$ cat src/rtl/reg_file.sv
// Integer register file: two combinational read ports with optional write bypass,
// one synchronous write port, one committed-state debug port, x0 hardwired to zero.
module reg_file #(
    parameter int XLEN   = 32,
    parameter int NREGS  = 32,
    parameter bit BYPASS = 1'b1
) (
    input  logic            clk,
    input  logic            rst_n,
    input  logic [4:0]      rs1_addr,
    input  logic [4:0]      rs2_addr,
    output logic [XLEN-1:0] rs1_data,
    output logic [XLEN-1:0] rs2_data,
    input  logic            we,
    input  logic [4:0]      rd_addr,
    input  logic [XLEN-1:0] rd_data,
    input  logic [4:0]      dbg_addr,
    output logic [XLEN-1:0] dbg_data,
    output logic [15:0]     wr_count
);

    localparam int          AW    = $clog2(NREGS);
    localparam int unsigned DEPTH = 2 ** AW;

    logic [XLEN-1:0] regs [DEPTH];
    logic            wr_ok;

    // Address is architecturally live only when nonzero and inside the implemented range.
    function automatic logic in_range(input logic [4:0] a);
        return (a != 5'd0) && (32'(a) < NREGS);
    endfunction

    assign wr_ok = we && in_range(rd_addr);

    always_ff @(posedge clk or negedge rst_n) begin
        if (!rst_n) begin
            for (int unsigned i = 0; i < DEPTH; i++) begin
                regs[i] <= '0;
            end
            wr_count <= '0;
        end else if (wr_ok) begin
            regs[rd_addr[AW-1:0]] <= rd_data;
            if (wr_count != '1) begin
                wr_count <= wr_count + 16'd1;
            end
        end
    end

    // rst_n gating keeps a pending write from bypassing onto the ports while in reset.
    always_comb begin
        rs1_data = '0;
        if (rst_n && in_range(rs1_addr)) begin
            if (BYPASS && wr_ok && (rd_addr == rs1_addr)) begin
                rs1_data = rd_data;
            end else begin
                rs1_data = regs[rs1_addr[AW-1:0]];
            end
        end
    end

    always_comb begin
        rs2_data = '0;
        if (rst_n && in_range(rs2_addr)) begin
            if (BYPASS && wr_ok && (rd_addr == rs2_addr)) begin
                rs2_data = rd_data;
            end else begin
                rs2_data = regs[rs2_addr[AW-1:0]];
            end
        end
    end

    always_comb begin
        dbg_data = '0;
        if (rst_n && in_range(dbg_addr)) begin
            dbg_data = regs[dbg_addr[AW-1:0]];
        end
    end

endmodule
$ cat config.mk
export PLATFORM = sky130hd
export DESIGN_NAME = reg_file
export DESIGN_NICKNAME = d
export VERILOG_FILES = /design/src/rtl/reg_file.sv
export SDC_FILE = /design/constraint.sdc
export NUM_CORES = 2
export LEC_CHECK = 0
export ABC_AREA = 1
export CAP_MARGIN = 30
export CELL_PAD_IN_SITES_DETAIL_PLACEMENT = 2
export CELL_PAD_IN_SITES_GLOBAL_PLACEMENT = 2
export CORE_ASPECT_RATIO = 0.5
export CORE_MARGIN = 10
export CORE_UTILIZATION = 35
export CTS_CLUSTER_SIZE = 25
export DETAILED_ROUTE_END_ITERATION = 16
export HOLD_SLACK_MARGIN = 0.08
export PLACE_DENSITY = 0.78
export SKIP_CTS_REPAIR_TIMING = 1
export SYNTH_ARGS = -nofsm -noshare
export SYNTH_HDL_FRONTEND = slang
export SYNTH_SLANG_ARGS = --single-unit
$ cat constraint.sdc
create_clock -name clk -period 2.47 [get_ports clk]
set_input_delay 0.494 -clock clk [delete_from_list [all_inputs] [get_ports clk]]
set_output_delay 0.494 -clock clk [all_outputs]
set_load 0.03 [all_outputs]
==> impl_metrics.csv, run 1 <==
group,metric,value,unit
clock_tree,cts-root-buf,"clkbuf_16",
timing,worstEndpointGrtRepair,"dbg_data[25]",
timing,endpoint_type,"primary output",
clock_tree,clk_path_buf_depth,3,
status,haltStage,"global routing (5_1_grt)",
status,status,"stopped before the end",
clock_tree,cts_buffers,110,
clock_tree,clock_sinks,1040,
die,die_h,330,um
grt,antenna_found_initial,83,
synthesis,synth_cell_types,34,
synthesis,synthesis.instances,10391,
synthesis,synth_nets,10447,
clock_tree,cts.htree.levels,3,
status,toolErrorMsg,"[ERROR GRT-0232] Routing congestion too high. Check the congestion heatmap in the GUI.",
synthesis,synth.avg_cell_area,6.45,um2
die,die_w,639,um
synthesis,ys_warn_count,0,
placed_design,dp_hpwl,305,mm
grt,grt_use_total,88.8,%
grt,gr-total-overflow,1451,
die,start_util,35.3,%
grt,grt_start_max_net_pins,121,
synthesis,synth-seq-cells,1040,
placed_design,routabilityCongestion,0.955,
synthesis,seq_area_frac_synth,38.8,%
die,ios,167,
placed_design,io_buffers,166,
synthesis,syn_area,0.0671,mm2
die,rows,113,
## routing by layer
metal / GRT overflow / GRT usage [%]
met2: 581 / 94.9
met3: 187 / 85.7
met4: 499 / 87.4
met5: 30 / 72.1
met1: 154 / 87.7
## Yosys cell counts
master | count | area [um2]
nand2_1 | 3297 | 12400
o21ai_0 | 1822 | 9120
dfrtp_1 | 1040 | 26000
a21oi_1 | 823 | 4120
nand3_1 | 811 | 4060
nor2_1 | 773 | 2900
clkbuf_1 | 717 | 2690
inv_1 | 463 | 1740
o211ai_1 | 238 | 1790
buf_2 | 142 | 711
buf_1 | 73 | 274
o21ai_1 | 43 | 215
o22ai_1 | 33 | 206
a21boi_0 | 22 | 165
o21a_1 | 14 | 105
nor3_1 | 12 | 60.1
inv_2 | 10 | 37.5
xor2_1 | 10 | 87.6
nand2_2 | 9 | 56.3
nor3_2 | 8 | 80.1
nand4_1 | 6 | 37.5
xnor2_1 | 5 | 43.8
or2_2 | 4 | 25.0
nor2_2 | 3 | 18.8
a31oi_1 | 2 | 12.5
clkinv_1 | 2 | 7.51
nand3_2 | 2 | 20.0
and2_1 | 1 | 6.26
ha_1 | 1 | 12.5
nand3b_1 | 1 | 7.51
nor2_4 | 1 | 11.3
nor4_4 | 1 | 21.3
o31ai_1 | 1 | 7.51
o41ai_2 | 1 | 16.3
## cell families after synthesis
family | count (synthesis) | share of synthesized area, %
AO/OA/AOI/OAI | 2999 | 23.5
XOR/XNOR | 15 | 0.196
adder cells (fa/ha/maj) | 1 | 0.0187
buffers and inverters | 1407 | 8.14
flip-flops | 1040 | 38.8
AND/OR/NAND/NOR | 4929 | 29.3
## through the flow
| stage | instance area, um2 | utilization [%] | setup slack, ns | std cells | setup TNS (ns) |
|---|---|---|---|---|---|
| 4_1_cts | 85000 | 44.7 | -0.874 | 13272 | -64.67 |
| 2_1_floorplan | 68000 | - | -0.0235 | 10391 | -0.0235 |
| 3_3_place_gp | 81400 | 42.8 | -0.523 | 13076 | -48.64 |
| 3_5_place_dp | 81400 | 42.8 | -0.849 | 13076 | -126.28 |
==> run 2: changes to the inputs <==
Settings changed: CELL_PAD_IN_SITES_DETAIL_PLACEMENT 2 to not set, CELL_PAD_IN_SITES_GLOBAL_PLACEMENT 2 to not set, CORE_ASPECT_RATIO 0.5 to not set, CORE_UTILIZATION 35 to 25, CTS_CLUSTER_SIZE 25 to not set, HOLD_SLACK_MARGIN 0.08 to not set, PLACE_DENSITY 0.78 to not set, PLACE_DENSITY_LB_ADDON set to 0.15.
==> run 2 against run 1 <==
  * The flow now finishes, with violations (negative hold slack, negative setup slack)
  * Synthesized area unchanged
  * Synthesized cell count unchanged
==> impl_metrics.csv, run 2 <==
group,metric,value,unit
placed_design,placed_area,0.0828,mm2
drt,post_drt_wl_per_cell,28.5,um
timing,whs,-0.0391,ns
synthesis,synthMostInstantiatedCell,"nand2_1",
power_and_ir_drop,leakage,41.9,nW
drt,drc,0,
synthesis,syn_area,0.0671,mm2
critical_path,crit_start,"regs[743]$_DFFE_PN0P_",
critical_path,reg2reg_from,"wr_count[0]$_DFFE_PN0P_",
finish,top_regs,"regs: 1024 flops, wr_count: 16 flops",
critical_path,crit_end,"dbg_data[7]",
synthesis,synth-seq-cells,1040,
timing,finalMaxSlewViolations,0,
die,start_util,25.1,%
clock_tree,cts_tree,"done",
finish,mostFrequentLayoutCell,"nand2_1",
die,ios,167,
timing,setup_viol,96,
die,core-area,0.267,mm2
placed_design,placedCellCount,14105,
synthesis,ys_warn_count,0,
die,die_h,538,um
synthesis,seq_area_frac_synth,38.8,%
finish,final_core_util,35.2,%
clock_tree,clock_latency,0.83,ns
critical_path,slowest_delay,0.52,ns
critical_path,critPathLaunchType,"flop",
timing,fin_worst_skew,0.00557,ns
timing,min_period_over_period,126,%
clock_tree,cts.htree.levels,4,
die,dieArea,0.289,mm2
synthesis,synth_area_leaders,"dfrtp_1, nand2_1, o21ai_0",
finish,drive_gt1_share,21.3,%
synthesis,synth_cell_types,34,
grt,grt_use_total,26.6,%
finish,area_growth_syn_to_layout,40.4,%
min_path,hp-class,"input port to asynchronous set/reset pin",
synthesis,synth_common_cells,"nand2_1, o21ai_0, dfrtp_1",
timing,finalHoldViolCount,39,
drt,vias,79394,
grt,grt_pass1_vias,72819,
job,cap_violations,0,
grt,gr-total-overflow,0,
clock_tree,clk_path_buf_depth,4,
synthesis,synth_nets,10447,
critical_path,reg2reg_depth,9,
placed_design,dp_hpwl,279,mm
timing,finalCriticalPeriod,3.12,ns
critical_path,required,1.98,ns
die,rows,190,
critical_path,arrival,2.62,ns
timing,fmax,0.321,GHz
clock_tree,cts_buffers,144,
timing,setup_ws,-0.646,ns
synthesis,synthArstFlopShare,100,%
grt,grt_start_max_net_pins,161,
finish,largest_reg_flops,1024,
placed_design,io_buffers,166,
critical_path,crit_slowest_cell,"a21oi_4",
critical_path,critPathKind,"flop to output port",
critical_path,crit_chain,"inv_1 > o21ai_0 > a21oi_1 > nand3_1 > nand3_2 > a21oi_4 > buf_12",
timing,rsz0062_at_grt,"true",
drt,first_pass_iters,6,
finish,regMostFlops,"regs",
finish,fin_nets,11005,
clock_tree,clock_sinks,1040,
die,die_w,538,um
synthesis,synthesis.instances,10391,
power_and_ir_drop,ir_drop,628,uV
grt,antenna_found_initial,11,
critical_path,reg2reg_slack,0.66,ns
drt,detail_route.iter0.violations,10049,
timing,worstMarginPinSlew,1.08,ns
drt,routed_wl,417,mm
timing,slew-limit-headroom,27.7,%
critical_path,r2r-end,"wr_count[15]$_DFFE_PN0P_",
synthesis,synth_area_leader_cell,"dfrtp_1",
finish,final_cell_area,0.0941,mm2
synthesis,synth_edf_count,0,
critical_path,end_kind,"output port",
synthesis,synth_ff_type,"dfrtp_1",
grt,grt_pass1_wl,564,mm
synthesis,synth.top_cell.area_share,38.8,%
drt,ant_nets,0,
power_and_ir_drop,power_density,681,mW/mm2
synthesis,synth.avg_cell_area,6.45,um2
finish,fin_cells,14614,
clock_tree,clk_pin_slew,0.06,ns
critical_path,cp_max_fo,3,
drt,vias_per_cell,5.43,
finish,mostFrequentLayoutCells,"nand2_1, o21ai_0, dfrtp_1",
status,violations,"negative hold slack, negative setup slack",
placed_design,routabilityCongestion,0.922,
clock_tree,cts-root-buf,"clkbuf_16",
status,status,"finished with violations",
==> run 2: cells by family after synthesis <==
logic type,Yosys count,synth area share [%]
simple gates,4929,29.3
compound gates,2999,23.5
buf+inv,1407,8.14
flops,1040,38.8
xor+xnor,15,0.196
fa+ha+maj,1,0.0187
==> run 2: power by group <==
group	total [mW]	internal, mW	switching [mW]
Clock	22.1	13.2	8.87
Sequential	23.7	20.3	3.48
Combinational	18.3	7.22	11.0
==> run 2: stage by stage <==
step	TNS [ns]	setup WS, ns	power (mW)	hold slack [ns]
5_1_grt	-45.29	-0.740	67.0	0.0105
2_1_floorplan	-0.0235	-0.0235	31.6	0.198
6_report	-40.79	-0.646	64.1	-0.0391
3_5_place_dp	-62.00	-1.02	39.7	0.376
4_1_cts	-63.63	-1.03	61.9	-0.510
3_3_place_gp	-62.15	-0.994	39.6	0.370
==> run 2: layer usage <==
metal / part of all wire, % / vias to the layer above / global-route usage [%]
met5: 0 / - / 0
met4: 7.1 / 0 / 15.5
met3: 7.9 / 952 / 3.94
met2: 44 / 4325 / 41.2
met1: 41 / 38689 / 35.2
li1: - / 35428 / -
==> run 2: critical path, delay by kind of cell, from the launching register on <==
kind / cells / cell delay (ns)
compound gates: 3 / 0.96
flops: 1 / 0.37
simple gates: 2 / 0.20
buf+inv: 2 / 0.26
==> run 2: worst min-delay path by stage <==
stage | startpoint | end | slack [ns]
finish | rst_n | regs[832]$_DFFE_PN0P_ | -0.04
global route | rst_n | regs[334]$_DFFE_PN0P_ | 0.01
CTS | rst_n | regs[876]$_DFFE_PN0P_ | -0.51
detailed placement | rst_n | regs[876]$_DFFE_PN0P_ | 0.38
global placement | regs[999]$_DFFE_PN0P_ | regs[999]$_DFFE_PN0P_ | 0.37
floorplan | rst_n | regs[0]$_DFFE_PN0P_ | 0.20
==> run 2: layout make-up <==
type	instances	area, um2
tap	3552	4440
clock inverter	40	532
antenna	11	27.5
inverter	475	1900
timing repair inverter	1	11.3
multi-input combinational	7945	39500
sequential	1040	26000
timing repair buffer	1342	17400
fill	28206	173000
clock buffer	208	4270
Power figures use the tool's default switching activity.
